$ cat src/rtl/axis_boxcar_decimator.sv
// Boxcar decimator: averages blocks of 2^k signed AXI-Stream samples and presents
// each block mean in a single output register, counting results lost to overrun.
module axis_boxcar_decimator #(
   parameter int S_AXIS_DATA_WIDTH = 32,
   parameter int M_AXIS_DATA_WIDTH = 32,
   parameter int LOG2_NMAX         = 8
) (
   input  logic                         aclk,
   input  logic                         aresetn,
   input  logic [S_AXIS_DATA_WIDTH-1:0] S_AXIS_tdata,
   input  logic                         S_AXIS_tvalid,
   input  logic [3:0]                   decim_log2,
   input  logic                         clear,
   output logic [M_AXIS_DATA_WIDTH-1:0] M_AXIS_tdata,
   output logic                         M_AXIS_tvalid,
   input  logic                         M_AXIS_tready,
   output logic [15:0]                  overrun_count
);

   localparam int ACC_W = S_AXIS_DATA_WIDTH + LOG2_NMAX;
   localparam int CNT_W = LOG2_NMAX + 1;

   logic signed [ACC_W-1:0]             acc;
   logic [CNT_W-1:0]                    count;
   logic [3:0]                          blk_exp;
   logic [3:0]                          req_exp;
   logic [3:0]                          eff_exp;
   logic [CNT_W-1:0]                    block_len;
   logic signed [ACC_W-1:0]             sample_ext;
   logic signed [ACC_W-1:0]             sum;
   logic signed [M_AXIS_DATA_WIDTH-1:0] mean;
   logic                                accept;
   logic                                last;
   logic                                load;

   // The first sample of a block uses the live exponent; later ones use the latched copy.
   assign req_exp    = (int'(decim_log2) > LOG2_NMAX) ? 4'(LOG2_NMAX) : decim_log2;
   assign eff_exp    = (count == '0) ? req_exp : blk_exp;
   assign block_len  = CNT_W'(1) << eff_exp;
   assign sample_ext = {{LOG2_NMAX{S_AXIS_tdata[S_AXIS_DATA_WIDTH-1]}}, S_AXIS_tdata};
   assign sum        = acc + sample_ext;
   assign mean       = M_AXIS_DATA_WIDTH'(sum >>> eff_exp);
   assign accept     = S_AXIS_tvalid && !clear;
   assign last       = (count + CNT_W'(1)) == block_len;
   assign load       = accept && last;

   always_ff @(posedge aclk or negedge aresetn) begin
      if (!aresetn) begin
         acc     <= '0;
         count   <= '0;
         blk_exp <= '0;
      end else if (clear) begin
         acc   <= '0;
         count <= '0;
      end else if (S_AXIS_tvalid) begin
         if (count == '0) begin
            blk_exp <= req_exp;
         end
         if (last) begin
            acc   <= '0;
            count <= '0;
         end else begin
            acc   <= sum;
            count <= count + CNT_W'(1);
         end
      end
   end

   // A new result always wins; it only counts as an overrun if the old one was never taken.
   always_ff @(posedge aclk or negedge aresetn) begin
      if (!aresetn) begin
         M_AXIS_tdata  <= '0;
         M_AXIS_tvalid <= 1'b0;
         overrun_count <= '0;
      end else if (load) begin
         M_AXIS_tdata  <= mean;
         M_AXIS_tvalid <= 1'b1;
         if (M_AXIS_tvalid && !M_AXIS_tready && overrun_count != 16'hFFFF) begin
            overrun_count <= overrun_count + 16'd1;
         end
      end else if (M_AXIS_tvalid && M_AXIS_tready) begin
         M_AXIS_tvalid <= 1'b0;
      end
   end

endmodule

$ cat config.mk
export PLATFORM = sky130hd
export DESIGN_NAME = axis_boxcar_decimator
export DESIGN_NICKNAME = d
export VERILOG_FILES = /design/src/rtl/axis_boxcar_decimator.sv
export SDC_FILE = /design/constraint.sdc
export NUM_CORES = 1
export LEC_CHECK = 0
export BUFFER_PORTS_ARGS = -buffer_cell sky130_fd_sc_hd__buf_2
export CORE_MARGIN = 2
export CORE_UTILIZATION = 40
export DETAILED_ROUTE_END_ITERATION = 16
export PLACE_DENSITY = 0.7
export RECOVER_POWER = 50
export SLEW_MARGIN = 10
export SYNTH_ARGS = -nofsm -noshare
export SYNTH_HDL_FRONTEND = slang
export SYNTH_SLANG_ARGS = --single-unit
$ cat constraint.sdc
create_clock -name aclk -period 5.7 [get_ports aclk]
set_clock_uncertainty 0.2 [all_clocks]
set_input_delay 0 -clock aclk [delete_from_list [all_inputs] [get_ports aclk]]
set_output_delay 0 -clock aclk [all_outputs]
set_load 0.005 [all_outputs]
==> results.yml <==
timing:
  hold_violations: 0
  relSlewSlack_pct: -70.3
  period_needed_ns: 5.16
  max_freq_mhz: 194
  grt_setup_unrepaired: "false"
  setup_slack_ns: 0.537
  finalSetupTns_ns: 0
  post-route-period-util_pct: 90.6
  worstMarginPinSlew_ns: 2.56
  setup_viol: 0
  drv_slew: 105
  hold_slack_ns: 0.0140
drt:
  wl_per_cell_um: 19.8
  drt_iter0_markers: 902
  post-route-drc-count: 0
  vias_per_cell: 6.43
  dr.pass1.iters: 6
  ant_nets: 0
  num_vias: 9415
  drt-total-wl_mm: 29.0
placement:
  pre_cts_ws_ns: 0.827
  gp_congestion: 0.937
  dp_cells: 1440
  port_buffers: 89
  hpwl_mm: 21.5
clocking:
  cts.clk_slew.worst_paths_ns: 0.08
  clkLatencyLatePin_ns: 0.36
  cts_inserted_buffers: 9
  htree_levels: 3
  cts_resized: 0
  cts_sinks: 102
  cts_buffer_depth: 2
  root_buffer: "clkbuf_16"
  cts_setup_buffers: 0
  cts_tree: "yes"
cells_and_area:
  n_antenna_cell: 0
  layout-drive-gt1-share_pct: 10.2
  fin_cells: 1464
  final_util_pct: 44.8
  layout.nets: 1258
  fillers: 2201
  area_growth_pct: 11.0
worst_setup_path:
  end_kind: "flip-flop"
  crit_path_start_kind: "flip-flop"
  crit_fanout: 33
  rr_worst_depth: 14
  path_class: "reg -> reg"
  worstPathRequired_ns: 5.75
  cp.arrival_ns: 5.22
power:
  p_leak_uw: 0.00445
  power.density_mw_per_mm2: 392
  ir_drop_v: 0.000176
logic_synthesis:
  synth.net_count: 1213
  ys_types: 81
  seq_area_frac_synth_pct: 28.1
  synth_seq_cells: 102
  syn_avg_cell_area_um2: 8.05
  synthArstFlopShare_pct: 100
  synthCells: 1129
  ys_warn_count: 0
  syn-cell-area_mm2: 0.00909
  synth_edf_count: 0
  ys.flop_type: "dfrtp_1"
floorplan:
  coreArea_mm2: 0.0225
  fp.dieW_um: 155
  initial_core_util_pct: 40.4
  die_h_um: 155
  die_area_mm2: 0.0239
  rows: 55
  io_pins: 90
global_route:
  track_usage_pct: 24.2
  grt_pass1_wl_mm: 47.1
  grt_pass1_vias: 8987
  antenna_found_initial: 0
  grt_max_degree: 64
  grt.overflow.total: 0
status:
  violations: "max-capacitance violations, max-slew violations"
  outcome: "complete, but fails checks"
worst_hold_path:
  hold_depth: 4
  hold_path.class: "in -> reg"
flow_run:
  drv_cap: 2
## synth_stat cells, drive strengths merged, types with 15 or more instances
master    n  area share, %
clkbuf   65            2.7
xnor2    29            2.8
nand2   128            5.3
a21oi    89            4.9
xor2     16            1.5
dfrtp   102             28
a31oi    16            1.1
nand3    44            2.4
ha       42            5.8
mux2i    29            3.2
a22o     33            3.2
a211oi   33            2.8
nor3     38            2.2
inv      15           0.62
and3     18            1.2
a21o     17            1.4
nand4    28            1.9
o21ai    67            3.7
o211ai   17            1.4
nor2     82            3.4
## path summary, 6_finish.rpt
path,startpoint,end,slack [ns]
worst max register to register,count[0],count[5],0.54
max in group asynchronous,aresetn,M_AXIS_tdata[11],1.93
worst max-delay path,count[0],count[5],0.54
worst min-delay path,S_AXIS_tdata[2],acc[2],0.01
worst min register to register,acc[37],acc[37],0.29
min in group asynchronous,aresetn,acc[34],0.78
## layout by cell type (no fill, tap or decap), drive strengths merged, types with 12 or more instances in the layout
cell type	synthesis	final
ha	42	42
nand4	28	28
nand3	44	44
a21oi	89	89
dfrtp	102	102
a31oi	16	16
nand2	128	128
and3	18	18
clkbuf	65	37
a21o	17	17
o21ai	67	67
xnor2	29	29
a211oi	33	33
inv	15	16
o211ai	17	17
mux2i	29	29
buf	12	77
xor2	16	16
nor3	38	38
or3	12	12
and2	13	13
a22o	33	33
nor2	82	82
## cell families (layout without fill, tap and decap cells)
logic type	count (synthesis)	count (layout)	synth area share, %
compound gates	394	394	30.0
xor+xnor	45	45	4.34
fa+ha+maj	43	43	6.00
buf+inv	92	142	3.88
flops	102	102	28.1
mux	40	40	4.68
simple gates	413	413	23.0
## sequential cells by signal, summed over array words and instances (netlist names)
name and count:
acc 40, M_AXIS_tvalid 1, M_AXIS_tdata 32, blk_exp 4, count 9, overrun_count 16
## critical path, stage by stage, from the launching register on
cell and delay (ns):
dfrtp_1 0.47, inv_1 0.15, ha_1 0.19, or4b_4 0.51, nor4b_2 0.56, a21o_1 0.16, buf_4 0.32, a2111oi_0 0.12
o32ai_1 0.30, and3_1 0.26, and2_1 0.17, or2_1 0.74, o22ai_1 0.13, dlygate4sd3_1 0.61, a22o_1 0.17
## repair_timing
action                                  CTS  global route
hold buffers                              8             0
endpoints found under the setup margin    0             0
endpoints found under the hold margin    45             0
## metal layers
| layer | share of wire (%) | track usage [%] | vias up |
|---|---|---|---|
| li1 | - | - | 4434 |
| met1 | 43 | 31.4 | 4534 |
| met2 | 48 | 40.6 | 372 |
| met3 | 6.1 | 3.50 | 75 |
| met4 | 3.7 | 10.1 | 0 |
| met5 | 0 | 0 | - |
## report_power, final
group | internal [uW] | total, uW | switching, uW
Sequential | 902 | 1040 | 134
Combinational | 827 | 2240 | 1410
Clock | 387 | 680 | 293
## cell type report
type / instances / area, um^2 / area share (%)
multi-input combinational: 935 / 6210 / 61.6
sequential: 102 / 2550 / 25.3
timing repair buffer: 111 / 596 / 5.91
tap: 285 / 357 / 3.54
clock buffer: 11 / 233 / 2.31
clock inverter: 5 / 81.3 / 0.807
inverter: 15 / 56.3 / 0.558
## metrics by stage
step / total power, uW / cell area [um^2]
2_1_floorplan: 2560 / 9090
3_3_place_gp: 3230 / 9730
3_5_place_dp: 3250 / 9730
4_1_cts: 3940 / 10100
5_1_grt: 4220 / 10100
6_report: 3960 / 10100
(Power assumes the default switching activity.)
